==> config.mk <==
export PLATFORM = sky130hd
export DESIGN_NAME = week5_ex7_challenge_sweep_ctrl
export DESIGN_NICKNAME = d
export VERILOG_FILES = /design/src/rtl/week5_sweep_pkg.sv /design/src/rtl/week5_misr16_step.sv /design/src/rtl/week5_ex7_challenge_sweep_ctrl.sv
export SDC_FILE = /design/constraint.sdc
export NUM_CORES = 1
export LEC_CHECK = 0
export BUFFER_PORTS_ARGS = -buffer_cell sky130_fd_sc_hd__buf_2
export CORE_MARGIN = 1.5
export CORE_UTILIZATION = 54
export CTS_CLUSTER_DIAMETER = 120
export DETAILED_ROUTE_END_ITERATION = 10
export PLACE_DENSITY_LB_ADDON = 0.1
export SYNTH_ARGS = -nofsm -noshare
export SYNTH_HDL_FRONTEND = slang
export SYNTH_HIERARCHICAL = 1
export SYNTH_SLANG_ARGS = --single-unit
==> constraint.sdc <==
create_clock -name clk -period 2 [get_ports clk]
set_input_delay 0.2 -clock clk [delete_from_list [all_inputs] [get_ports clk]]
set_output_delay 0.2 -clock clk [all_outputs]
set_load 0.01 [all_outputs]
==> src/rtl/week5_sweep_pkg.sv <==
// Shared types and constants for the exhaustive-sweep controller.
package week5_sweep_pkg;

  typedef enum logic [1:0] {
    ST_IDLE   = 2'd0,
    ST_WAIT   = 2'd1,
    ST_SAMPLE = 2'd2,
    ST_FINISH = 2'd3
  } sweep_state_t;

  localparam logic [15:0] MISR_POLY = 16'h1021;
  localparam logic [15:0] MISR_SEED = 16'hFFFF;

  // Settle counter width; SETTLE may range 1..15, so the reload value SETTLE-1 fits.
  localparam int CNT_W = 4;

endpackage

==> src/rtl/week5_misr16_step.sv <==
// One step of the 16-bit MISR: shift left, fold in the polynomial on carry-out,
// then XOR the new response bit into the LSB.
module week5_misr16_step
  import week5_sweep_pkg::*;
(
  input  logic [15:0] i_sig,
  input  logic        i_bit,
  output logic [15:0] o_sig_next
);

  assign o_sig_next = {i_sig[14:0], 1'b0}
                    ^ (i_sig[15] ? MISR_POLY : 16'h0000)
                    ^ {15'b0, i_bit};

endmodule

==> src/rtl/week5_ex7_challenge_sweep_ctrl.sv <==
// Exhaustive sweep of a WIDTH-input circuit: drives every vector, lets it settle,
// samples y_in and accumulates ones-count, first asserting vector and a MISR.
module week5_ex7_challenge_sweep_ctrl
  import week5_sweep_pkg::*;
#(
  parameter int WIDTH  = 7,
  parameter int SETTLE = 1
) (
  input  logic             clk,
  input  logic             rst,
  input  logic             start,
  input  logic             y_in,
  output logic [WIDTH-1:0] vec_out,
  output logic             busy,
  output logic             done,
  output logic [WIDTH:0]   ones_count,
  output logic             found,
  output logic [WIDTH-1:0] first_one,
  output logic [15:0]      signature
);

  localparam logic [CNT_W-1:0] WAIT_LOAD = CNT_W'(SETTLE - 1);
  localparam logic [WIDTH-1:0] VEC_LAST  = '1;

  sweep_state_t     r_state;
  logic [CNT_W-1:0] r_cnt;
  logic [WIDTH-1:0] r_vec;
  logic             r_busy;
  logic             r_done;
  logic [WIDTH:0]   r_ones;
  logic             r_found;
  logic [WIDTH-1:0] r_first;
  logic [15:0]      r_sig;
  logic [15:0]      w_sig_next;

  week5_misr16_step u_misr (
    .i_sig      (r_sig),
    .i_bit      (y_in),
    .o_sig_next (w_sig_next)
  );

  // Sweep FSM: all outputs come straight from these registers.
  always_ff @(posedge clk or posedge rst) begin
    if (rst) begin
      r_state <= ST_IDLE;
      r_cnt   <= '0;
      r_vec   <= '0;
      r_busy  <= 1'b0;
      r_done  <= 1'b0;
      r_ones  <= '0;
      r_found <= 1'b0;
      r_first <= '0;
      r_sig   <= 16'h0000;
    end else begin
      r_done <= 1'b0;
      case (r_state)
        ST_IDLE: begin
          if (start) begin
            r_ones  <= '0;
            r_found <= 1'b0;
            r_first <= '0;
            r_sig   <= MISR_SEED;
            r_vec   <= '0;
            r_cnt   <= WAIT_LOAD;
            r_busy  <= 1'b1;
            r_state <= ST_WAIT;
          end
        end
        ST_WAIT: begin
          if (r_cnt == '0) r_state <= ST_SAMPLE;
          else             r_cnt   <= r_cnt - CNT_W'(1);
        end
        ST_SAMPLE: begin
          r_ones <= r_ones + {{WIDTH{1'b0}}, y_in};
          r_sig  <= w_sig_next;
          if (y_in && !r_found) begin
            r_found <= 1'b1;
            r_first <= r_vec;
          end
          // Terminal compare on all ones, so the vector never wraps mid-sweep.
          if (r_vec == VEC_LAST) begin
            r_state <= ST_FINISH;
          end else begin
            r_vec   <= r_vec + WIDTH'(1);
            r_cnt   <= WAIT_LOAD;
            r_state <= ST_WAIT;
          end
        end
        ST_FINISH: begin
          r_done  <= 1'b1;
          r_busy  <= 1'b0;
          r_state <= ST_IDLE;
        end
        default: r_state <= ST_IDLE;
      endcase
    end
  end

  assign vec_out    = r_vec;
  assign busy       = r_busy;
  assign done       = r_done;
  assign ones_count = r_ones;
  assign found      = r_found;
  assign first_one  = r_first;
  assign signature  = r_sig;

endmodule

Word level (Yosys, flattened, before mapping)
Index checks and enable logic that the tools add are counted.
Widths: inputs -> output; s select.
{"block": "totals", "ff_bits": 47, "input_bits": 4, "out_inout_bits": 41, "elab_cells": 60}
{"block": "op_classes", "add_sub_neg": 3, "n_eq_ne": 9, "muxes": 24, "n_bitwise": 2, "reduce_logical": 13}
{"operator": "$pmux 16 s2", "n": 1}
{"operator": "$pmux 7 s2", "n": 2}
{"operator": "$mux 7", "n": 3}
{"operator": "$mux 16", "n": 1}
{"operator": "$pmux 8 s2", "n": 1}
{"operator": "$xor 16x1->16", "n": 1}
{"operator": "$xor 16x16->16", "n": 1}
{"operator": "$mux 13", "n": 1}
{"operator": "$mux 4", "n": 3}
{"operator": "$pmux 4 s3", "n": 1}
{"operator": "$ne 2x2->1 const B", "n": 5}
{"operator": "$add 8x1->8", "n": 1}
{"operator": "$mux 8", "n": 1}
{"operator": "$pmux 2 s4", "n": 1}
{"operator": "$add 7x1->7 const B", "n": 1}
{"operator": "$eq 7x7->1 const B", "n": 1}
{"operator": "$mux 2", "n": 3}
{"operator": "$reduce_and 2->1", "n": 3}
{"operator": "$reduce_and 3->1", "n": 2}
{"operator": "$eq 2x2->1 const B", "n": 2}
{"operator": "$logic_not 4->1", "n": 1}
{"operator": "$mux 1", "n": 4}
{"operator": "$pmux 1 s2", "n": 2}
{"operator": "$reduce_and 4->1", "n": 1}
{"operator": "other kinds (7)", "n": 8}

Depth between registers and ports, before layout
Gate-level depths: netlist of the first run.
{"block": "depth", "ltp_word": 4, "depth_mapped": 5, "mapped_depth_nobuf": 5}

Cells and area by module
The synthesis of the first run kept the hierarchy.
{"module": "week5_ex7_challenge_sweep_ctrl", "instances": 1, "cells_per_inst": 176, "area_per_inst_um2": 2064.5, "seq_area_each_um2": 1176.1}
{"module": "week5_misr16_step", "instances": 1, "cells_per_inst": 16, "area_per_inst_um2": 123.9, "seq_area_each_um2": 0.0}

Worst setup path after synthesis of the first run
OpenSTA, ideal clock, no wires.
{"block": "synth_path", "kind": "register -> register", "start": "register r_vec[0], in the netlist vec_out[0]", "end": "register r_vec[0], in the netlist vec_out[0]", "setup_ns": 0.079, "t_arrival_ns": 1.446, "t_required_ns": 1.921, "slack_ns": 0.475, "path_stages_with_launch": 5, "path_buffers": 0, "synth_period_minus_slack_ns": 1.525, "path_cell_list": "dfrtp_1 ha_1 and4_1 a31oi_2 mux2i_1"}
{"block": "synth_between", "elab_chain_cells": 3, "elab_cells_between_ends": 6, "classes_between": "add/sub: 1; eq/ne: 2; mux: 2; reduce/logical: 1"}
{"element": "start, declared", "line_no": "week5_ex7_challenge_sweep_ctrl.sv:27", "source": "logic [WIDTH-1:0] r_vec;"}
{"element": "start signal, assigned", "line_no": "week5_ex7_challenge_sweep_ctrl.sv:84", "source": "r_vec <= r_vec + WIDTH'(1);"}
{"element": "$add 7x1->7 or $eq 7x7->1 (tied branches)", "line_no": "week5_ex7_challenge_sweep_ctrl.sv:84, week5_ex7_challenge_sweep_ctrl.sv:81"}
{"element": "$mux 7 or $ne 2x2->1 (tied branches)"}
{"element": "$pmux 7 s2 or $reduce_and 3->1 (tied branches)"}
Several ways; a longest one is shown, not always the timed one. The select of a mux whose other input is x is not followed.
A chain may end at the register's enable or synchronous reset.

Worst setup path after layout of the first run
Ends and elaborated chain as after synthesis.

==> flow_summary.ini, run 1 <==
[outcome]
status = completed

[placement]
dp_hpwl_mm = 3.17
place_area_um2 = 2370
gp_congestion = 0.869
portBuffers = 44

[die]
core_um2 = 3770
ios = 45
die_w_um = 66.7
initial_core_util = 0.580
std_cell_rows = 22
dieArea_um2 = 4440
die_height_um = 66.7

[worst_setup_path]
critPathRequiredTime_ns = 2.23
crit_type = reg2reg
crit_slowest_cell = dfrtp_1
reg2reg_depth = 4
cp_max_fo = 6
path_cells = ha_1 > and4_1 > a31oi_2 > mux2i_1
cp.arrival_ns = 1.87
max_stage_delay_ns = 0.44
cp-start-kind = flip-flop
crit_path_end_kind = flip-flop

[power_and_ir_drop]
power.leakage_nw = 1.14
peakVddDrop_v = 0.000786
power_density_nw_per_um2 = 1250

[timing]
finClkSkew_ns = 0.0113
finalCritPeriodShare = 0.824
fmax_mhz = 607
max_slew_margin = 0.604
setup_tns_ns = 0
rsz0062_at_grt = no
finalSetupViolations = 0
slew_viol_final = 0
fin_crit_ns = 1.65
hold_viol = 0
tightest_slew_ns = 0.592

[logic_synthesis]
ys_top_cells_by_area = dfrtp_1 54%, o22a_1 6.4%, buf_4 4.8%
yosysSeqAreaShare = 0.537
synth_area_leader_cell = dfrtp_1
syn_nets = 200
synth_area_um2 = 2190
ys_types = 46
async_reset_ff_frac = 1.00
synth_edf_count = 0
synth-main-ff-cell = dfrtp_1
yosys.area.top_type_share = 0.537
ys_seq_elements = 47
syn_avg_cell_area_um2 = 11.4
synthCells = 192
synth.yosys.warnings = 6

[clock_tree]
clk_pin_slew_ns = 0.09
clockBufferDepth = 2
cts_tree = done
insertion_delay_ns = 0.30
cts-buffers-inserted = 5
clockRootBuffer = clkbuf_8
htreeDepth = 2
cts_sinks = 47

[layout]
layout_common_cells = 47 x dfrtp_1, 44 x buf_2, 16 x o22a_1
multi_input_area_um2 = 846
fin_nets = 235
diodes = 0
area_growth_pct = 13.3
drive_above_1_share = 0.272
layout_commonest_cell = dfrtp_1
num-fill-cells = 293
postLayoutCellArea_um2 = 2480
ff_latch_area_um2 = 1180

[detailed_routing]
ant_nets = 0
via_count = 1628
wl_per_cell_um = 15.8
dr.first_iter.drc_count = 113
vias_per_cell = 5.90
first_pass_iters = 4
drc = 0
finalWirelength_mm = 4.36

[global_route]
grt_pass1_wl_mm = 7.22
overflow = 0
grt_max_degree = 27
antenna_found_initial = 0
grt_use_total = 0.217
grt_pass1_vias = 1516

[flow_run]
drv_cap = 0

[worst_hold_path]
hold_depth = 3
hold_class = in2reg
stage by stage:
stage	util	cells	total power [mW]	setup WS, ns	hold slack [ns]
final	0.657	276	3.09	0.352	0.307
after detailed placement	0.630	267	2.53	0.364	0.252
after global placement	0.630	267	2.48	0.445	0.236
after floorplan	-	192	2.25	0.475	0.432
after CTS	0.657	276	3.12	0.356	0.301
after global routing	0.657	276	3.29	0.219	0.309
worst max-delay path: cells and delay by family, from the launching register on:
kind / cells / cell delay [ns]
AOI/OAI and AO/OA: 1 / 0.36
muxes: 1 / 0.23
DFF: 1 / 0.44
and+or+nand+nor: 1 / 0.28
adders and majority gates: 1 / 0.26
registers in the layout (all words and copies together) (netlist names):
signal      count
signature      16
found           1
first_one       7
busy            1
r_cnt           4
r_state         2
vec_out         7
ones_count      8
done            1
metal layers:
metal,global-route usage,up-vias,part of all wire
li1,-,766,-
met1,0.299,802,0.47
met2,0.336,54,0.46
met3,0.0524,6,0.061
met4,0.0791,0,0.011
met5,0,-,0
Yosys cell counts (all sizes together) (2+ instances only):
cell / instances
dfrtp: 47
mux2i: 5
ha: 4
o211ai: 4
nand2b: 3
nor3b: 4
a22o: 9
xor2: 4
nand3: 8
clkbuf: 3
nor2: 4
or4: 2
xnor2: 2
o22ai: 5
inv: 8
and3: 2
a31oi: 2
nand2: 12
buf: 18
nand4: 2
a21oi: 3
o22a: 16
o21ai: 6
final cells by class:
class	instances	area share
multi-input combinational	116	0.341
sequential	47	0.475
tap	48	0.0242
clock inverter	3	0.0101
inverter	8	0.0121
clock buffer	5	0.0278
timing repair buffer	49	0.110
cell families after synthesis:
kind of cell	share of synthesized area
adder cells (fa/ha/maj)	0.0229
buffers and inverters	0.0760
XOR/XNOR	0.0240
flip-flops	0.537
AND/OR/NAND/NOR	0.125
multiplexers	0.0229
AO/OA/AOI/OAI	0.192
power breakdown:
group / internal, mW / total, mW / switching (mW) / leakage, nW
Sequential: 1.24 / 1.55 / 0.313 / 0.576
Clock: 0.255 / 0.587 / 0.332 / 0.0452
Combinational: 0.468 / 0.956 / 0.488 / 0.517
Total: 1.96 / 3.09 / 1.13 / 1.14
path summary, 6_finish.rpt:
path	startpoint	to	slack, ns
worst max register to register	vec_out[0]$_DFFE_PP0P_	vec_out[0]$_DFFE_PP0P_	0.35
max in group asynchronous	rst	ones_count[1]$_DFFE_PP0P_	1.06
worst min-delay path	y_in	ones_count[0]$_DFFE_PP0P_	0.31
min in group asynchronous	rst	vec_out[5]$_DFFE_PP0P_	0.44
worst min register to register	first_one[5]$_DFFE_PP0P_	first_one[5]$_DFFE_PP0P_	0.51
worst max-delay path	vec_out[0]$_DFFE_PP0P_	vec_out[0]$_DFFE_PP0P_	0.35
repair_timing:
| item | 4_1_cts | 5_1_grt |
|---|---|---|
| setup buffers | 0 | 0 |
| setup endpoints to repair | 0 | 0 |
| resized for setup | 0 | 0 |
| hold endpoints to repair | 21 | 0 |
| hold buffers | 1 | 0 |
(Power assumes the default switching activity.)
==> inputs of run 2 (changes only) <==
ABC_AREA = 1   (was unset)
CORE_UTILIZATION = 55   (was 54)
clock period = 1.7 ns   (was 2 ns; I/O delays follow)
==> run 2 against run 1 <==
Sequential share of layout area down 2.4 points. Synthesized area up 8.1%. First-iteration DRC count up 27%. Global-route usage up 0.080 points. Utilization down 1.4 points. Critical path type unchanged. Largest cell class unchanged.
==> flow_summary.ini, run 2 <==
[outcome]
status = completed

[logic_synthesis]
synth-main-ff-cell = dfrtp_1
synth_edf_count = 0
syn_avg_cell_area_um2 = 8.42
yosys.area.top_type_share = 0.497
synth_commonest_cells = 92 x nand2_1, 47 x dfrtp_1, 26 x nand3_1, 23 x inv_1, 21 x o21ai_0
ys_top_cells_by_area = dfrtp_1 50%, nand2_1 15%, nand3_1 5.5%
synthCells = 281
ys_seq_elements = 47
synth_area_leader_cell = dfrtp_1
ys_types = 28
synth_most_common_cell = nand2_1
async_reset_ff_frac = 1.00
yosysSeqAreaShare = 0.497
syn_nets = 289
synth.yosys.warnings = 6
synth_area_um2 = 2370

[die]
die_height_um = 68.6
ios = 45
die_w_um = 68.6
std_cell_rows = 23
dieArea_um2 = 4700
initial_core_util = 0.583
core_um2 = 4060

[placement]
portBuffers = 44
pre_cts_ws_ns = 0.235
gp_congestion = 0.818
dp_hpwl_mm = 3.28

[clock_tree]
clk_pin_slew_ns = 0.08
insertion_delay_ns = 0.30
clockBufferDepth = 2
htreeDepth = 2
cts_sinks = 47
cts_tree = done
clockRootBuffer = clkbuf_8
cts-buffers-inserted = 5

[layout]
area_growth_pct = 10.3
diodes = 0
postLayoutCoreUtil = 0.643
drive_above_1_share = 0.256
largest_register_ffs = 16
layout_common_cells = 92 x nand2_1, 47 x dfrtp_1, 44 x buf_2
layout_commonest_cell = nand2_1
fin_nets = 324
num-fill-cells = 376

[timing]
fmax_mhz = 681
setup_tns_ns = 0
finClkSkew_ns = 0.00413
tightest_slew_ns = 0.529
slew_viol_final = 0
fin_crit_ns = 1.47
finalCritPeriodShare = 0.864
worst_slack_ns = 0.231
rsz0062_at_grt = no
max_slew_margin = 0.647
finalSetupViolations = 0
hold_viol = 0
hold_slack_ns = 0.297

[global_route]
antenna_found_initial = 0
overflow = 0
grt_pass1_vias = 1633
grt_use_total = 0.218
grt_max_degree = 26
grt_pass1_wl_mm = 7.52

[power_and_ir_drop]
power_density_nw_per_um2 = 1560
peakVddDrop_v = 0.000826
power.leakage_nw = 1.43

[worst_setup_path]
cp-start-kind = flip-flop
cp.arrival_ns = 1.70
crit_slowest_cell = dfrtp_1
path_cells = nand2_4 > nand2_4 > inv_2 > buf_4 > nand2_1 > o21ai_1
crit_type = reg2reg
critPathRequiredTime_ns = 1.93
cp_max_fo = 19
max_stage_delay_ns = 0.45
crit_path_end_kind = flip-flop
crit_top_cell = nand2_4

[worst_hold_path]
hold_class = in2reg

[detailed_routing]
wl_per_cell_um = 12.4
via_count = 1842
first_pass_iters = 4
dr.first_iter.drc_count = 143
vias_per_cell = 5.02
ant_nets = 0
finalWirelength_mm = 4.55
drc = 0

[flow_run]
drv_cap = 0
[run 2: cell types whose count changed after synthesis, moves of 7 or more]
cell / delta
o21ai_2: +7
inv_1: +15
nand3_1: +18
nor2_1: +10
o22a_1: -16
o21ai_0: +17
nand2_1: +80
a22o_1: -7
[run 2: through the flow]
step,total power [mW],cells,instance area [um2]
2_1_floorplan,3.13,281,2370
3_3_place_gp,3.39,358,2520
3_5_place_dp,3.44,358,2520
4_1_cts,4.10,367,2610
5_1_grt,4.44,367,2610
6_report,4.07,367,2610
[run 2: power breakdown]
part | leakage (nW) | switching [mW] | internal [mW]
Sequential | 0.595 | 0.295 | 1.46
Combinational | 0.796 | 1.06 | 0.589
Clock | 0.0422 | 0.369 | 0.289
[run 2: area by class of cell]
type | count | area [um2] | share of cell area
multi-input combinational | 185 | 923 | 0.354
tap | 50 | 62.6 | 0.0240
clock buffer | 7 | 76.3 | 0.0292
inverter | 29 | 114 | 0.0436
sequential | 47 | 1180 | 0.451
timing repair buffer | 48 | 253 | 0.0968
clock inverter | 1 | 5.00 | 0.00192
[run 2: critical path, delay by kind of cell (launching register included)]
family | cells | cell delay [ns]
AOI/OAI and AO/OA | 1 | 0.07
buffers and inverters | 2 | 0.45
DFF | 1 | 0.45
and+or+nand+nor | 3 | 0.42
[run 2: cells by family after synthesis]
family          Yosys count  share of synthesized area
simple gates            144                      0.270
buf+inv                  49                      0.113
flops                    47                      0.497
compound gates           36                     0.0957
fa+ha+maj                 4                     0.0212
xor+xnor                  1                    0.00370
[run 2: worst paths after layout]
check	endpoint	startpoint	cells past startpoint	slack, ns
worst max-delay path	ones_count[4]$_DFFE_PP0P_	r_state[1]$_DFFE_PP0P_	6	0.23
worst min-delay path	found$_DFFE_PP0P_	start	4	0.30
worst max register to register	ones_count[4]$_DFFE_PP0P_	r_state[1]$_DFFE_PP0P_	6	0.23
worst min register to register	r_cnt[1]$_DFFE_PP0P_	r_cnt[1]$_DFFE_PP0P_	2	0.50
max in group asynchronous	signature[12]$_DFFE_PP0P_	rst	4	0.69
min in group asynchronous	r_cnt[3]$_DFFE_PP0P_	rst	3	0.45
[run 2: repair_timing]
| item | 4_1_cts | 5_1_grt |
|---|---|---|
| endpoints found under the hold margin | 23 | 0 |
| setup buffers | 0 | 0 |
| hold buffers | 1 | 0 |
| resized for setup | 0 | 0 |
[run 2: routing by layer]
metal  vias to the layer above  global-route usage  wire length [um]
li1                        949                   -                 -
met1                       847               0.291              2190
met2                        41               0.349              2110
met3                         5              0.0422               201
met4                         0              0.0900                49
met5                         -                   0                 0
==> inputs of run 3 (changes only) <==
BUFFER_PORTS_ARGS = unset   (was -buffer_cell sky130_fd_sc_hd__buf_2)
DONT_BUFFER_PORTS = 1   (was unset)
==> run 3 against run 2 <==
First-iteration DRC count shrank 43%. Combinational power is 22% lower. Via count fell by 7.8%. Global-route usage shrank 1.5 points. Routed wire length decreased by 6.2%. Worst setup slack worse by 0.016 ns. Critical path type unchanged. Critical endpoint is now vec_out[5]$_DFFE_PP0P_.
==> flow_summary.ini, run 3 (same netlist as run 2, synthesis figures left out) <==
[outcome]
status = completed

[placement]
gp_congestion = 0.799
placed_cells = 314
portBuffers = 0
pre_cts_ws_ns = 0.240
dp_hpwl_mm = 2.98
place_area_um2 = 2310

[layout]
layout_commonest_cell = nand2_1
fin_nets = 280
stdcell_count = 322
largest_register_ffs = 16
diodes = 0
drive_above_1_share = 0.140
area_growth_pct = 1.80
postLayoutCellArea_um2 = 2410
layout_common_cells = 92 x nand2_1, 47 x dfrtp_1, 26 x nand3_1
postLayoutCoreUtil = 0.594

[worst_setup_path]
crit_type = reg2reg
path_cells = ha_1 > nand2_1 > nor2_2 > nand2_1 > nand2_4 > inv_2 > nand2_1 > nand2_1
startpoint = vec_out[1]$_DFFE_PP0P_
cp.arrival_ns = 1.68
crit_cells = 8
crit_slowest_cell = dfrtp_1
r2r-start = vec_out[1]$_DFFE_PP0P_
crit_top_cell = nand2_1
critPathRequiredTime_ns = 1.90
path_delay_family = simple AND/OR/NAND/NOR gates
cp-start-kind = flip-flop
reg2reg_depth = 8
critPathBufInv = 1
crit_path_end_kind = flip-flop
critPathCapture = vec_out[5]$_DFFE_PP0P_
max_stage_delay_ns = 0.49
reg2reg_to = vec_out[5]$_DFFE_PP0P_
rrSetupSlack_ns = 0.21
cp_max_fo = 9

[detailed_routing]
wl_per_cell_um = 13.3
ant_nets = 0
first_pass_iters = 4
vias_per_cell = 5.27
finalWirelength_mm = 4.27
via_count = 1698
dr.first_iter.drc_count = 82
drc = 0

[clock_tree]
cts_tree = done
clk_pin_slew_ns = 0.08
cts_resized = 0
clockRootBuffer = clkbuf_8
clockBufferDepth = 2
cts-buffers-inserted = 5
htreeDepth = 2
insertion_delay_ns = 0.30
cts_sinks = 47

[die]
dieArea_um2 = 4700
die_w_um = 68.6
die_height_um = 68.6
initial_core_util = 0.583
core_um2 = 4060
std_cell_rows = 23
ios = 45

[timing]
finalCritPeriodShare = 0.874
fmax_mhz = 673
max_slew_margin = 0.661
setup_tns_ns = 0
rsz0062_at_grt = no
hold_viol = 0
tightest_slew_ns = 0.508
finalSetupViolations = 0
worst_slack_ns = 0.215
slew_viol_final = 0
hold_slack_ns = 0.130
fin_crit_ns = 1.49
finClkSkew_ns = 0.00470

[global_route]
grt_max_degree = 26
grt_pass1_vias = 1548
grt_use_total = 0.203
grt_pass1_wl_mm = 6.97
overflow = 0
antenna_found_initial = 0

[flow_run]
drv_cap = 0

[power_and_ir_drop]
switchingPower_mw = 1.65
power_density_nw_per_um2 = 1610
total_power_mw = 3.88
pwr-share-comb = 0.332
seqPwrFrac = 0.495
netSwitchingFraction = 0.426
intPower_mw = 2.22
power.leakage_nw = 1.24
peakVddDrop_v = 0.000993
pwr-share-clk = 0.173

[worst_hold_path]
hold_depth = 2
hold_class = in2reg
[run 3: cell types whose count changed in the layout (fill, tap and decap cells not counted), sizes merged]
cell | before | now
buf | 47 | 3
clkbuf | 7 | 6
[run 3: layout make-up]
class,instances,area (um2)
Fill cell,355,1650
Inverter,29,114
Sequential cell,47,1180
Tap cell,50,62.6
Timing Repair Buffer,4,45.0
Clock buffer,6,82.6
Multi-Input combinational cell,185,923
Clock inverter,1,5.00
[run 3: power by group through the flow]
stage / Combinational [mW] / Clock, mW / Sequential (mW)
finish: 1.29 / 0.672 / 1.92
global route: 1.51 / 0.733 / 1.97
CTS: 1.31 / 0.693 / 1.92
detailed placement: 1.30 / 0 / 1.94
global placement: 1.27 / 0 / 1.93
floorplan: 1.27 / 0 / 1.86
[run 3: worst reg2reg max path, stage by stage, from the launching register on]
cell and delay [ns]:
dfrtp_1 0.49, ha_1 0.24, nand2_1 0.09, nor2_2 0.16, nand2_1 0.11, nand2_4 0.12
inv_2 0.07, nand2_1 0.06, nand2_1 0.04
[run 3: how the worst min path moves through the flow]
| stage | start | endpoint | slack [ns] |
|---|---|---|---|
| after floorplan | y_in | first_one[2]$_DFFE_PP0P_ | 0.41 |
| after global placement | rst | r_cnt[2]$_DFFE_PP0P_ | 0.12 |
| after detailed placement | rst | r_cnt[2]$_DFFE_PP0P_ | 0.12 |
| after CTS | y_in | signature[0]$_DFFE_PP0P_ | 0.13 |
| after global routing | y_in | ones_count[0]$_DFFE_PP0P_ | 0.13 |
| final | y_in | ones_count[0]$_DFFE_PP0P_ | 0.13 |
[run 3: layer usage]
| layer | track usage | wire length, um | up-vias |
|---|---|---|---|
| li1 | - | - | 860 |
| met1 | 0.268 | 2020 | 785 |
| met2 | 0.304 | 1880 | 45 |
| met3 | 0.0682 | 284 | 8 |
| met4 | 0.0875 | 85 | 0 |
| met5 | 0 | 0 | - |
[run 3: what timing repair did]
action | 4_1_cts | 5_1_grt
hold buffers | 1 | 0
endpoints found under the hold margin | 23 | 0
buffers inserted | 0 | 0
